**src/rtl/fadd_share_sched.sv**
```systemverilog
// Round-robin scheduler sharing one pipelined FP adder among requesters.
// Optional counters stat_issued/stat_stall: define FADD_SCHED_STATS_EN.
module fadd_share_sched #(
  parameter logic [1:0] S         = 2'b00,
  parameter int         NUM_REQ   = 4,
  parameter int         ADD_LAT   = 5,
  parameter int         RSP_DEPTH = 8,
  localparam int W   = (S == 2'b00) ? 16 :
                       (S == 2'b01) ? 32 : 64,
  localparam int IDW = (NUM_REQ > 2) ?
                       $clog2(NUM_REQ) : 1
) (
  input  logic                 clk_44,
  input  logic                 reset_44,
  input  logic [NUM_REQ-1:0]   req_valid,
  output logic [NUM_REQ-1:0]   req_ready,
  input  logic [NUM_REQ*W-1:0] req_a,
  input  logic [NUM_REQ*W-1:0] req_b,
  output logic [W-1:0]         add_in1,
  output logic [W-1:0]         add_in2,
  input  logic [W-1:0]         add_out,
  output logic                 rsp_valid,
  input  logic                 rsp_ready,
  output logic [IDW-1:0]       rsp_id,
  output logic [W-1:0]         rsp_data,
  output logic                 busy
`ifdef FADD_SCHED_STATS_EN
  ,
  output logic [31:0]          stat_issued,
  output logic [31:0]          stat_stall
`endif
);

  localparam int PW = $clog2(RSP_DEPTH);
  localparam int CW = $clog2(RSP_DEPTH + 1);

  logic [IDW-1:0] ptr_q, ptr_d;
  logic [CW-1:0]  credit_q, credit_d;
  logic [W-1:0]   in1_q, in1_d;
  logic [W-1:0]   in2_q, in2_d;

  logic [ADD_LAT:0] tv_q;
  logic [IDW-1:0]   tid_q [ADD_LAT+1];

  logic [IDW-1:0] mem_id_q  [RSP_DEPTH];
  logic [W-1:0]   mem_dat_q [RSP_DEPTH];
  logic [PW-1:0]  wp_q, wp_d;
  logic [PW-1:0]  rp_q, rp_d;
  logic [CW-1:0]  cnt_q, cnt_d;

  logic           gnt_ok;
  logic [IDW-1:0] gnt_idx;
  logic [IDW:0]   cand;
  logic           issue;
  logic           pop;
  logic           fifo_wr;

  // first valid requester at or after the pointer, wrapping
  always_comb begin
    gnt_ok  = 1'b0;
    gnt_idx = '0;
    cand    = '0;
    for (int k = 0; k < NUM_REQ; k++) begin
      cand = {1'b0, ptr_q} + (IDW+1)'(k);
      if (cand >= (IDW+1)'(NUM_REQ))
        cand = cand - (IDW+1)'(NUM_REQ);
      if (!gnt_ok && req_valid[cand[IDW-1:0]]) begin
        gnt_ok  = 1'b1;
        gnt_idx = cand[IDW-1:0];
      end
    end
    if (credit_q == '0 || !reset_44)
      gnt_ok = 1'b0;
  end

  always_comb begin
    req_ready = '0;
    if (gnt_ok)
      req_ready[gnt_idx] = 1'b1;
  end

  assign issue   = |(req_valid & req_ready);
  assign pop     = rsp_valid & rsp_ready;
  assign fifo_wr = tv_q[ADD_LAT];

  always_comb begin
    in1_d    = in1_q;
    in2_d    = in2_q;
    ptr_d    = ptr_q;
    credit_d = credit_q - CW'(issue) + CW'(pop);
    if (issue) begin
      in1_d = req_a[gnt_idx*W +: W];
      in2_d = req_b[gnt_idx*W +: W];
      if (gnt_idx == IDW'(NUM_REQ - 1))
        ptr_d = '0;
      else
        ptr_d = gnt_idx + 1'b1;
    end
  end

  always_ff @(posedge clk_44 or negedge reset_44) begin
    if (!reset_44) begin
      ptr_q    <= '0;
      credit_q <= CW'(RSP_DEPTH);
      in1_q    <= '0;
      in2_q    <= '0;
    end else begin
      ptr_q    <= ptr_d;
      credit_q <= credit_d;
      in1_q    <= in1_d;
      in2_q    <= in2_d;
    end
  end

  assign add_in1 = in1_q;
  assign add_in2 = in2_q;

  // slot 0 rides with the operand register, slots 1..ADD_LAT with the adder
  always_ff @(posedge clk_44 or negedge reset_44) begin
    if (!reset_44) begin
      tv_q <= '0;
      for (int i = 0; i <= ADD_LAT; i++)
        tid_q[i] <= '0;
    end else begin
      tv_q     <= {tv_q[ADD_LAT-1:0], issue};
      tid_q[0] <= gnt_idx;
      for (int i = 1; i <= ADD_LAT; i++)
        tid_q[i] <= tid_q[i-1];
    end
  end

  always_comb begin
    wp_d  = wp_q + PW'(fifo_wr);
    rp_d  = rp_q + PW'(pop);
    cnt_d = cnt_q + CW'(fifo_wr) - CW'(pop);
  end

  always_ff @(posedge clk_44 or negedge reset_44) begin
    if (!reset_44) begin
      wp_q  <= '0;
      rp_q  <= '0;
      cnt_q <= '0;
    end else begin
      wp_q  <= wp_d;
      rp_q  <= rp_d;
      cnt_q <= cnt_d;
    end
  end

  always_ff @(posedge clk_44) begin
    if (fifo_wr) begin
      mem_id_q[wp_q]  <= tid_q[ADD_LAT];
      mem_dat_q[wp_q] <= add_out;
    end
  end

  assign rsp_valid = (cnt_q != '0);
  assign rsp_id    = rsp_valid ? mem_id_q[rp_q]  : '0;
  assign rsp_data  = rsp_valid ? mem_dat_q[rp_q] : '0;
  assign busy      = (|tv_q) | rsp_valid;

`ifdef FADD_SCHED_STATS_EN
  logic [31:0] iss_cnt_q;
  logic [31:0] stall_cnt_q;

  always_ff @(posedge clk_44 or negedge reset_44) begin
    if (!reset_44) begin
      iss_cnt_q   <= '0;
      stall_cnt_q <= '0;
    end else begin
      if (issue)
        iss_cnt_q <= iss_cnt_q + 32'd1;
      if ((|req_valid) && credit_q == '0)
        stall_cnt_q <= stall_cnt_q + 32'd1;
    end
  end

  assign stat_issued = iss_cnt_q;
  assign stat_stall  = stall_cnt_q;
`endif

endmodule

```
**config.mk**
```make
export PLATFORM = sky130hd
export DESIGN_NAME = fadd_share_sched
export DESIGN_NICKNAME = d
export VERILOG_FILES = /design/src/rtl/fadd_share_sched.sv
export SDC_FILE = /design/constraint.sdc
export NUM_CORES = 1
export LEC_CHECK = 0
export ABC_AREA = 1
export ABC_CLOCK_PERIOD_IN_PS = 6350
export BUFFER_PORTS_ARGS = -buffer_cell sky130_fd_sc_hd__buf_2
export CAP_MARGIN = 10
export CORE_AREA = 2 2 173 124
export DETAILED_ROUTE_END_ITERATION = 10
export DIE_AREA = 0 0 175 126
export PLACE_DENSITY = 0.75
export SYNTH_ARGS = -nofsm -noshare
export SYNTH_HDL_FRONTEND = slang
export SYNTH_SLANG_ARGS = --single-unit
```
**constraint.sdc**
```tcl
create_clock -name clk_44 -period 6.35 [get_ports clk_44]
set_input_delay 0.9525 -clock clk_44 [delete_from_list [all_inputs] [get_ports clk_44]]
set_output_delay 0.9525 -clock clk_44 [all_outputs]
set_load 0.005 [all_outputs]
```
==> flow_summary.ini <==
[status]
status = completed

[route]
met1_length_um = 10400
ant_nets = 0
met3_length_um = 1790
dr.pass1.iters = 5
avgViaCountPerCell = 5.26
wl_per_cell_um = 15.7
drc = 0
topRoutingLayerUsed = met5
wirelength_um = 24300
wl_met2_um = 11600
drtIter0Drc = 642
vias = 8173

[timing]
slew_viol_final = 0
fin_crit_sh_pct = 73.4
rsz0062_at_grt = false
final-setup-viol-count = 0
worstMarginPinSlew_ns = 1.11
final_hold_viol_count = 0
min_period_ns = 4.66
final.setup.tns_ns = 0
slew_headroom_pct = 25.3
max_freq_mhz = 215
fin_skew_ns = 0.0128

[synthesis]
ys_seq_area_share_pct = 59.2
synthFlopType = edfxtp_1
synth_enable_flop_cells = 144
yosysTopAreaCell = edfxtp_1
async_flop_share_pct = 31.4
ys_ff_latch = 210
yosysUniqueCellTypes = 35
synth_top_area_share_pct = 42.9
avgSynthCellArea_um2 = 9.27
synthesis.area_um2 = 10100
synth_area_leaders = edfxtp_1 43%, dfrtp_1 16%, nand2_1 10%
synth.most_common_cell = nand2_1
synthCells = 1088
ys_top_cells_by_count = 273 x nand2_1, 144 x edfxtp_1, 123 x nor2_1
syn-num-nets = 1256
synth_warnings = 0

[place]
dp_cells = 1516
gp_congestion = 0.910
portBuffers = 206
place_hpwl_um = 15800

[setup_path]
critPathRequiredTime_ns = 6.72
crit_path_max_incr_delay_ns = 0.78
critPathLaunchType = flip-flop
r2r.worst_path.cells = 17
worstPathCellList = inv_2 -> nand2_1 -> nand3_1 -> nand2_1 -> inv_1 -> nand3_1 -> nand3_2 -> inv_2 -> nand3_2 -> nand2_4 -> nor2_8 -> inv_1 -> ha_1 -> inv_1 -> ha_1 -> fa_1 -> xor2_1
r2r_slack_ns = 1.69
critical_path_class = flip-flop to flip-flop
reg2reg_from = ptr_q[0]
critPathMostFrequentCell = inv_1
path_depth = 17
crit_fanout = 36
crit_path_top_delay_cell = inv_2
cp-startpoint = ptr_q[0]
cp-end-kind = flip-flop
r2r-end = credit_q[2]
worstPathArrival_ns = 5.03
path_delay_family = simple AND/OR/NAND/NOR gates
timing.critical_path.buf_inv = 5

[worst_hold_path]
worstHoldEndpoint = tid_q[1]
hp-start = tid_q[3]
min_path_cells = 0
hp-class = flip-flop to flip-flop

[grt]
grt_first_pass_wirelength_um = 39300
grt_max_degree = 74
first_global_vias = 7827
overflow = 0
grt_usage_pct = 22.1
antenna_found_initial = 1

[clocking]
cts_root_buf = clkbuf_16
postCtsHoldBufs = 0
cts.sinks = 210
cts_resized = 0
htree_levels = 1
cts_buffers = 21
clkTransAtPathRegs_ns = 0.06
cts_setup_buffers = 0
tritoncts = built
clock_latency_ns = 0.49
cts_buffer_depth = 3

[power_and_ir_drop]
seq_power_share_pct = 30.8
netSwitchingFraction_pct = 44.5
pwr-share-clk_pct = 17.7
switchingPower_uw = 2920
pwr-share-comb_pct = 51.4
peakVddDrop_mv = 0.305
p_total_uw = 6550
power.internal_uw = 3630
p_leak_uw = 0.00557
powerDensity_nw_per_um2 = 550

[flow_run]
maxCapViolations = 0

[cells_and_area]
area_growth_pct = 18.0
layout.nets = 1431
drive_above_1_share_pct = 21.6
diodes = 0
fin_cells = 1554

[floorplanning]
io_pins = 207
die_y_um = 126
core_area_um2 = 20400
rows = 44
dieArea_um2 = 22100
dieWidth_um = 175
initial_core_util_pct = 49.4
[cell families after synthesis]
logic type               count (synthesis)  share of synthesized area, %
AO/OA/AOI/OAI                          164                          8.70
buffers and inverters                  174                          7.19
XOR/XNOR                                 6                         0.521
flip-flops                             210                          59.2
AND/OR/NAND/NOR                        517                          22.1
adder cells (fa/ha/maj)                 17                          2.26
[cells in the final DEF (no fill, tap or decap), types with 2 or more instances in the layout]
cell / instances
inv_1: 97
o21ai_1: 9
nand2_1: 272
buf_2: 206
nand4_1: 65
fa_1: 2
edfxtp_1: 144
clkbuf_16: 21
buf_4: 17
clkinvlp_4: 2
nand3_2: 6
o22ai_1: 18
ha_1: 15
clkbuf_1: 4
xor2_1: 3
nand2_2: 5
o21ai_0: 114
clkinv_1: 4
nand3_1: 41
dfrtp_1: 64
a21oi_1: 2
inv_2: 3
a31oi_1: 18
nor2_1: 123
clkinv_2: 7
xnor2_1: 3
[power groups by stage]
stage	clock network (uW)	logic, uW	registers (uW)
after global placement	0	3280	2040
after detailed placement	0	3390	2040
after CTS	1190	3390	2020
final	1160	3370	2020
after floorplan	0	2520	2010
after global routing	1250	3860	2060
[layout make-up]
| cell class | count | area, um^2 |
|---|---|---|
| fillers | 1766 | 8510 |
| flip-flops and latches | 210 | 5980 |
| multi-input cells | 704 | 3400 |
| repair buffers | 223 | 1160 |
| clock buffers | 26 | 554 |
| inverters | 103 | 387 |
| well taps | 276 | 345 |
| clock inverters | 12 | 92.6 |
[per-layer routing]
layer	GRT usage, %	vias up
li1	-	4021
met1	29.5	3777
met2	37.1	323
met3	4.59	50
met4	5.64	2
met5	0	-
[worst max-delay path by stage]
stage | endpoint | slack (ns)
finish | credit_q[2] | 1.69
global placement | credit_q[2] | 1.60
detailed placement | credit_q[2] | 1.39
CTS | credit_q[2] | 1.73
global route | credit_q[2] | 1.31
floorplan | credit_q[2] | 2.43
[metrics by stage]
step | worst slack, ns | instance area, um^2 | util, % | hold WS [ns]
global route | 1.31 | 11900 | 58.3 | 0.359
detailed placement | 1.39 | 11300 | 55.2 | 0.335
finish | 1.69 | 11900 | 58.3 | 0.348
global placement | 1.60 | 11300 | 55.2 | 0.331
CTS | 1.73 | 11900 | 58.3 | 0.349
floorplan | 2.43 | 10100 | - | 0.331
[worst register-to-register path, delay by kind of cell, from the launching register on]
family	cells	cell delay (ns)
simple gates	8	1.86
buf+inv	5	1.21
fa+ha+maj	3	0.70
xor+xnor	1	0.17
flops	1	0.61
[state kept, by name (all words and copies together), names as in the netlist, 4 cells and up]
register,flops
tid_q,12
cnt_q,4
add_in1,16
mem_id_q,16
tv_q,6
add_in2,16
credit_q,4
mem_dat_q,128
Note: power is estimated with default switching activity, not from simulation.
